[src/rtl/alu_pkg.sv]
// Shared ALU command encodings, RV32I opcode/funct7 constants and immediate selectors
// for the decode stage and the ALU that consumes its op code.
package alu_pkg;

   localparam logic [3:0] ALU_ADD   = 4'b0000;
   localparam logic [3:0] ALU_SUB   = 4'b0001;
   localparam logic [3:0] ALU_SLL   = 4'b0010;
   localparam logic [3:0] ALU_SLT   = 4'b0011;
   localparam logic [3:0] ALU_SRL   = 4'b0100;
   localparam logic [3:0] ALU_BEQ   = 4'b0101;
   localparam logic [3:0] ALU_SRA   = 4'b0110;
   localparam logic [3:0] ALU_BNE   = 4'b0111;
   localparam logic [3:0] ALU_AND   = 4'b1000;
   localparam logic [3:0] ALU_BLT   = 4'b1001;
   localparam logic [3:0] ALU_XOR   = 4'b1010;
   localparam logic [3:0] ALU_BGE   = 4'b1011;
   localparam logic [3:0] ALU_OR    = 4'b1100;
   localparam logic [3:0] ALU_PASSB = 4'b1110;

   localparam logic [6:0] OPC_OP     = 7'b0110011;
   localparam logic [6:0] OPC_OP_IMM = 7'b0010011;
   localparam logic [6:0] OPC_LUI    = 7'b0110111;
   localparam logic [6:0] OPC_AUIPC  = 7'b0010111;
   localparam logic [6:0] OPC_LOAD   = 7'b0000011;
   localparam logic [6:0] OPC_STORE  = 7'b0100011;
   localparam logic [6:0] OPC_BRANCH = 7'b1100011;

   localparam logic [6:0] F7_BASE = 7'b0000000;
   localparam logic [6:0] F7_ALT  = 7'b0100000;

   typedef enum logic [2:0] {
      IMM_I,
      IMM_S,
      IMM_B,
      IMM_U,
      IMM_SHAMT
   } imm_sel_e;

   typedef struct packed {
      logic [3:0] op;
      logic       us;
      logic [4:0] rd;
      logic       reg_we;
      logic       is_branch;
      logic       mem_rd;
      logic       mem_wr;
      logic       illegal;
   } alu_ctrl_t;

   // funct3 -> op for the register and immediate arithmetic groups (base funct7).
   function automatic logic [3:0] arith_op(input logic [2:0] funct3);
      logic [3:0] op;
      case (funct3)
         3'b000:  op = ALU_ADD;
         3'b001:  op = ALU_SLL;
         3'b010:  op = ALU_SLT;
         3'b011:  op = ALU_SLT;
         3'b100:  op = ALU_XOR;
         3'b101:  op = ALU_SRL;
         3'b110:  op = ALU_OR;
         default: op = ALU_AND;
      endcase
      return op;
   endfunction

endpackage

[src/rtl/alu_op_decoder_imm_gen.sv]
// Immediate generator: extracts the I/S/B/U immediate or shift amount from an
// RV32I instruction and sign-extends it to XLEN.
module imm_gen
   import alu_pkg::*;
#(
   parameter int XLEN = 32
) (
   input  logic [31:7]     instr,
   input  imm_sel_e        imm_sel,
   output logic [XLEN-1:0] imm
);

   logic [31:0] imm32;

   always_comb begin
      imm32 = '0;
      case (imm_sel)
         IMM_I:     imm32 = {{20{instr[31]}}, instr[31:20]};
         IMM_S:     imm32 = {{20{instr[31]}}, instr[31:25], instr[11:7]};
         IMM_B:     imm32 = {{19{instr[31]}}, instr[31], instr[7], instr[30:25], instr[11:8], 1'b0};
         IMM_U:     imm32 = {instr[31:12], 12'b0};
         IMM_SHAMT: imm32 = {27'b0, instr[24:20]};
         default:   imm32 = '0;
      endcase
   end

   // Shift amounts are positive, so sign-extending every selector is safe.
   assign imm = XLEN'($signed(imm32));

endmodule

[src/rtl/alu_op_decoder.sv]
// Registered RV32I decode stage producing the ALU command with valid/ready on both sides.
// Optional ALU_DECODER_ZERO_BYPASS_EN forces operands from x0 to zero.
module alu_op_decoder
   import alu_pkg::*;
#(
   parameter int XLEN         = 32,
   parameter bit NOP_ON_FLUSH = 1'b1
) (
   input  logic            clk_i,
   input  logic            reset_ni,
   input  logic            in_valid_i,
   output logic            in_ready_o,
   input  logic [31:0]     instr_i,
   input  logic [XLEN-1:0] pc_i,
   input  logic [XLEN-1:0] rs1_data_i,
   input  logic [XLEN-1:0] rs2_data_i,
   input  logic            flush_i,
   output logic            out_valid_o,
   input  logic            out_ready_i,
   output logic [XLEN-1:0] alu_a_o,
   output logic [XLEN-1:0] alu_b_o,
   output logic [3:0]      alu_op_o,
   output logic            alu_us_o,
   output logic [XLEN-1:0] imm_o,
   output logic [4:0]      rd_o,
   output logic            reg_we_o,
   output logic            is_branch_o,
   output logic            mem_rd_o,
   output logic            mem_wr_o,
   output logic            illegal_o
);

   logic [6:0]      opcode;
   logic [2:0]      funct3;
   logic [6:0]      funct7;
   logic [4:0]      rd_f;
   imm_sel_e        imm_sel;
   logic [XLEN-1:0] imm_val;
   logic [XLEN-1:0] rs1_val;
   logic [XLEN-1:0] rs2_val;

   alu_ctrl_t       ctrl_d;
   logic [XLEN-1:0] a_d;
   logic [XLEN-1:0] b_d;
   logic [XLEN-1:0] imm_d;

   alu_ctrl_t       ctrl_q;
   logic [XLEN-1:0] a_q;
   logic [XLEN-1:0] b_q;
   logic [XLEN-1:0] imm_q;

   logic            hs_open;
   logic            capture;

   assign opcode = instr_i[6:0];
   assign rd_f   = instr_i[11:7];
   assign funct3 = instr_i[14:12];
   assign funct7 = instr_i[31:25];

`ifdef ALU_DECODER_ZERO_BYPASS_EN
   assign rs1_val = (instr_i[19:15] == 5'd0) ? '0 : rs1_data_i;
   assign rs2_val = (instr_i[24:20] == 5'd0) ? '0 : rs2_data_i;
`else
   assign rs1_val = rs1_data_i;
   assign rs2_val = rs2_data_i;
`endif

   always_comb begin
      imm_sel = IMM_I;
      case (opcode)
         OPC_OP_IMM:           imm_sel = (funct3 == 3'b001 || funct3 == 3'b101) ? IMM_SHAMT : IMM_I;
         OPC_LUI, OPC_AUIPC:   imm_sel = IMM_U;
         OPC_STORE:            imm_sel = IMM_S;
         OPC_BRANCH:           imm_sel = IMM_B;
         default:              imm_sel = IMM_I;
      endcase
   end

   imm_gen #(.XLEN(XLEN)) u_imm_gen (
      .instr   (instr_i[31:7]),
      .imm_sel (imm_sel),
      .imm     (imm_val)
   );

   always_comb begin
      ctrl_d = '0;
      a_d    = '0;
      b_d    = '0;
      imm_d  = '0;
      case (opcode)
         OPC_OP: begin
            a_d           = rs1_val;
            b_d           = rs2_val;
            ctrl_d.reg_we = 1'b1;
            ctrl_d.rd     = rd_f;
            ctrl_d.us     = (funct3 == 3'b011);
            if (funct7 == F7_BASE)
               ctrl_d.op = arith_op(funct3);
            else if (funct7 == F7_ALT && funct3 == 3'b000)
               ctrl_d.op = ALU_SUB;
            else if (funct7 == F7_ALT && funct3 == 3'b101)
               ctrl_d.op = ALU_SRA;
            else
               ctrl_d.illegal = 1'b1;
         end
         OPC_OP_IMM: begin
            a_d           = rs1_val;
            b_d           = imm_val;
            ctrl_d.reg_we = 1'b1;
            ctrl_d.rd     = rd_f;
            ctrl_d.us     = (funct3 == 3'b011);
            ctrl_d.op     = arith_op(funct3);
            // Only the shift encodings constrain funct7; the rest carry immediate bits there.
            if (funct3 == 3'b001 && funct7 != F7_BASE)
               ctrl_d.illegal = 1'b1;
            if (funct3 == 3'b101) begin
               if (funct7 == F7_ALT)
                  ctrl_d.op = ALU_SRA;
               else if (funct7 != F7_BASE)
                  ctrl_d.illegal = 1'b1;
            end
         end
         OPC_LUI: begin
            ctrl_d.op     = ALU_PASSB;
            b_d           = imm_val;
            ctrl_d.reg_we = 1'b1;
            ctrl_d.rd     = rd_f;
         end
         OPC_AUIPC: begin
            ctrl_d.op     = ALU_ADD;
            a_d           = pc_i;
            b_d           = imm_val;
            ctrl_d.reg_we = 1'b1;
            ctrl_d.rd     = rd_f;
         end
         OPC_LOAD: begin
            ctrl_d.op     = ALU_ADD;
            a_d           = rs1_val;
            b_d           = imm_val;
            ctrl_d.mem_rd = 1'b1;
            ctrl_d.reg_we = 1'b1;
            ctrl_d.rd     = rd_f;
         end
         OPC_STORE: begin
            ctrl_d.op     = ALU_ADD;
            a_d           = rs1_val;
            b_d           = imm_val;
            imm_d         = imm_val;
            ctrl_d.mem_wr = 1'b1;
         end
         OPC_BRANCH: begin
            a_d              = rs1_val;
            b_d              = rs2_val;
            imm_d            = imm_val;
            ctrl_d.is_branch = 1'b1;
            case (funct3)
               3'b000:  ctrl_d.op = ALU_BEQ;
               3'b001:  ctrl_d.op = ALU_BNE;
               3'b100:  ctrl_d.op = ALU_BLT;
               3'b101:  ctrl_d.op = ALU_BGE;
               3'b110:  begin ctrl_d.op = ALU_BLT; ctrl_d.us = 1'b1; end
               3'b111:  begin ctrl_d.op = ALU_BGE; ctrl_d.us = 1'b1; end
               default: ctrl_d.illegal = 1'b1;
            endcase
         end
         default: ctrl_d.illegal = 1'b1;
      endcase

      // Illegal entries still travel down the pipe, but as an inert ADD 0,0.
      if (ctrl_d.illegal) begin
         ctrl_d         = '0;
         ctrl_d.illegal = 1'b1;
         a_d            = '0;
         b_d            = '0;
         imm_d          = '0;
      end
      if (ctrl_d.rd == 5'd0)
         ctrl_d.reg_we = 1'b0;
   end

   assign hs_open    = !out_valid_o || out_ready_i;
   assign in_ready_o = hs_open && !(NOP_ON_FLUSH && flush_i);
   assign capture    = in_valid_i && in_ready_o && !flush_i;

   always_ff @(posedge clk_i or negedge reset_ni) begin
      if (!reset_ni) begin
         out_valid_o <= 1'b0;
         ctrl_q      <= '0;
         a_q         <= '0;
         b_q         <= '0;
         imm_q       <= '0;
      end else if (flush_i) begin
         if (NOP_ON_FLUSH) begin
            out_valid_o <= 1'b0;
            ctrl_q      <= '0;
            a_q         <= '0;
            b_q         <= '0;
            imm_q       <= '0;
         end else if (hs_open) begin
            out_valid_o <= 1'b0;
         end
      end else if (capture) begin
         out_valid_o <= 1'b1;
         ctrl_q      <= ctrl_d;
         a_q         <= a_d;
         b_q         <= b_d;
         imm_q       <= imm_d;
      end else if (out_ready_i) begin
         out_valid_o <= 1'b0;
      end
   end

   assign alu_a_o     = a_q;
   assign alu_b_o     = b_q;
   assign imm_o       = imm_q;
   assign alu_op_o    = ctrl_q.op;
   assign alu_us_o    = ctrl_q.us;
   assign rd_o        = ctrl_q.rd;
   assign reg_we_o    = ctrl_q.reg_we;
   assign is_branch_o = ctrl_q.is_branch;
   assign mem_rd_o    = ctrl_q.mem_rd;
   assign mem_wr_o    = ctrl_q.mem_wr;
   assign illegal_o   = ctrl_q.illegal;

endmodule

[config.mk]
export PLATFORM = sky130hd
export DESIGN_NAME = alu_op_decoder
export DESIGN_NICKNAME = d
export VERILOG_FILES = /design/src/rtl/alu_pkg.sv /design/src/rtl/alu_op_decoder_imm_gen.sv /design/src/rtl/alu_op_decoder.sv
export SDC_FILE = /design/constraint.sdc
export NUM_CORES = 1
export LEC_CHECK = 0
export CORE_UTILIZATION = 37
export CTS_BUF_LIST = sky130_fd_sc_hd__clkbuf_16
export DETAILED_ROUTE_END_ITERATION = 10
export HOLD_SLACK_MARGIN = 0.15
export PLACE_DENSITY = 0.85
export SYNTH_ARGS = -nofsm -noshare
export SYNTH_HDL_FRONTEND = slang
export SYNTH_SLANG_ARGS = --single-unit
[constraint.sdc]
create_clock -name clk_i -period 1.6 [get_ports clk_i]
set_clock_uncertainty 0.1 [all_clocks]
set_input_delay 0.24 -clock clk_i [delete_from_list [all_inputs] [get_ports clk_i]]
set_output_delay 0.24 -clock clk_i [all_outputs]
set_load 0.005 [all_outputs]
==> flow_summary.toml, run 1 <==
[run_status]
status = "finished with violations"
violations = "negative setup slack"

[grt]
grt_pass1_vias = 5870
antenna_found_initial = 1
gr-total-overflow = 0
track_usage_pct = 28.9
grt_max_degree = 113
grt_pass1_wl_um = 31700

[routing]
drc = 0
drt_pass1_iterations = 7
viasPerCell = 5.60
drt_iter0_drc = 440
vias = 5610
ant_nets = 0
wl_um = 21000
routedWlPerCell_um = 21.0

[synth]
ys.flop_type = "dfrtp_1"
syn_inst = 485
async_flop_share_pct = 100
synth_edf_count = 0
synth_area_leaders = "dfrtp_1, a22oi_1, nand2_1"
yosys_register_bits = 112
ys_warn_count = 0
yosys.area.top_type = "dfrtp_1"
seq_area_frac_synth_pct = 54.1
synth.top_cell.area_share_pct = 54.1
syn_nets = 618
ys_types = 46
syn-mean-instance-area_um2 = 10.7
syn_area_um2 = 5180

[power_and_ir_drop]
p_comb_share_pct = 13.8
p_seq_share_pct = 46.6
peakVddDrop_mv = 0.548
sw_frac_of_total_pct = 23.4
p_int_w = 0.00467
p_sw_w = 0.00143
leakage_nw = 4.65
powerDensity_nw_per_um2 = 637
pwr-share-clk_pct = 39.6

[finish]
layout-drive-gt1-share_pct = 30.6
final_core_util_pct = 71.1
layout_commonest_cell = "clkdlybuf4s50_1"
final_cell_mix = "clkdlybuf4s50_1, dfrtp_1, buf_4"
areaGrowthSynthToFinish_pct = 84.4
nNetsFinal = 953
post_layout_nonfiller_instances = 1001

[worst_setup_path]
worst-path-buf-inv = 4
cpMaxStageDelayCell = "or3b_4"
required_ps = 1780
cpPeakStageDelay_ps = 390
critPathLaunchType = "primary input"
path_cells = "buf_6, nand4b_4, or3b_4, a221o_2, buf_6, or2_4, buf_12, buf_16, o21ai_4"
path_class = "primary input to flip-flop"
critical_path.top_delay_family = "simple AND/OR/NAND/NOR gates"
critical_path_cell_count = 9
path_common_cell = "buf_6"
cp.arrival_ps = 2130
end_kind = "flip-flop"
cp_max_fo = 8
reg2reg_depth = 8

[timing]
setup_tns_ps = -25700
setup_ws_ps = -355
finalMaxSlewViolations = 0
period_share_pct = 122
fin_crit_ps = 1960
holdWs_ps = 182
setup_violations = 111
rsz0062_at_grt = "true"
finalHoldViolCount = 0
fmax_mhz = 511
slew_headroom_pct = 57.0
tightestPinTransition_ps = 646

[clock_tree]
root_buffer = "clkbuf_16"
tritoncts = "yes"
h-tree-depth = 3
clock_sinks = 112
cts.clk_slew.worst_paths_ps = 70
clk-insertion-delay-late_ps = 350
clockBufferDepth = 2
cts_made_buffers = 9

[placed_design]
io_buffers = 245
dp_slack_ps = -1380
place_congestion = 0.888
dp_cells = 953
hpwlAfterDp_um = 14200

[hold_path]
hold_class = "primary input to flip-flop"
worstHoldPathCells = 3

[die]
core_area_um2 = 13500
start_util_pct = 38.5
pin_count = 246
num_rows = 42
die_h_um = 120
die_w_um = 120
die_area_um2 = 14500

[flow_run]
drv_cap = 0
## power by group through the flow
stage | clock network, W | registers (W) | logic [W]
after detailed placement | 0 | 0.00289 | 0.000779
after floorplan | 0 | 0.00289 | 0.000168
final | 0.00241 | 0.00284 | 0.000843
after CTS | 0.00246 | 0.00284 | 0.000826
after global routing | 0.00255 | 0.00284 | 0.000891
after global placement | 0 | 0.00289 | 0.000768
## cell type report
cell class	count	area [um^2]
clock buffers	9	225
repair buffers	365	3640
inverters	3	11.3
clock inverters	6	90.1
fillers	942	3890
flip-flops and latches	112	2800
well taps	176	220
multi-input cells	329	2560
diodes	1	2.50
## sequential cells by signal, summed over array words and instances (netlist names)
name         flops
alu_a_o         32
out_valid_o      1
is_branch_o      1
imm_o           32
mem_wr_o         1
alu_us_o         1
alu_b_o         32
illegal_o        1
alu_op_o         4
reg_we_o         1
rd_o             5
mem_rd_o         1
## per-layer routing
layer,vias to the layer above,global-route usage [%],share of wire (%),wire length (um)
li1,2500,-,-,-
met1,2751,34.2,38,8050
met2,300,50.0,51,10600
met3,59,5.28,7.0,1470
met4,0,14.8,4.0,838
met5,-,0,0,0
## stage by stage
step | instance area, um^2 | power (W)
6_report | 9560 | 0.00609
5_1_grt | 9560 | 0.00628
4_1_cts | 9510 | 0.00612
3_5_place_dp | 8460 | 0.00367
3_3_place_gp | 8460 | 0.00366
2_1_floorplan | 5210 | 0.00306
## Yosys cell counts (all sizes together) (5+ instances only)
cell    number
nor3         5
a222oi       5
o21ai       73
a21oi        7
a22o        15
a21o        20
clkbuf      32
a22oi       39
buf         11
nand2       75
a32o        10
a221oi      19
nor2        13
nand2b       5
dfrtp      112
## path summary, 6_finish.rpt
path | from | end | slack (ps)
worst max register to register | out_valid_o | alu_a_o[9] | -340
worst min register to register | alu_b_o[8] | alu_b_o[8] | 380
worst max-delay path | instr_i[6] | alu_a_o[9] | -360
max in group asynchronous | reset_ni | imm_o[11] | 490
min in group asynchronous | reset_ni | alu_a_o[22] | 360
worst min-delay path | instr_i[26] | imm_o[6] | 180
## what timing repair did
action / in CTS / in global routing
setup buffers: 22 / 9
endpoints found under the setup margin: 121 / 139
cloned: 13 / 0
endpoints found under the hold margin: 112 / 0
pin swaps: 54 / 23
gates resized for setup: 183 / 51
hold buffers: 1 / 0
## cells by family (layout without fill, tap and decap cells)
| family | after synthesis | count (layout) | synth area share [%] |
|---|---|---|---|
| compound gates | 204 | 204 | 30.0 |
| buf+inv | 46 | 383 | 4.17 |
| other cells | 0 | 1 | 0 |
| xor+xnor | 3 | 3 | 0.507 |
| flops | 112 | 112 | 54.1 |
| simple gates | 120 | 122 | 11.2 |
## tightest hold or removal path: stages
cell and delay (ps):
buf_2 90, buf_4 130, a22o_1 130
Power figures use the tool's default switching activity.
==> run 2: changes to the inputs <==
Settings changed: CTS_CLUSTER_SIZE from default to 10.
==> results of run 2 <==
Same layout as run 1: the final DEF is identical, and so are final timing and power.
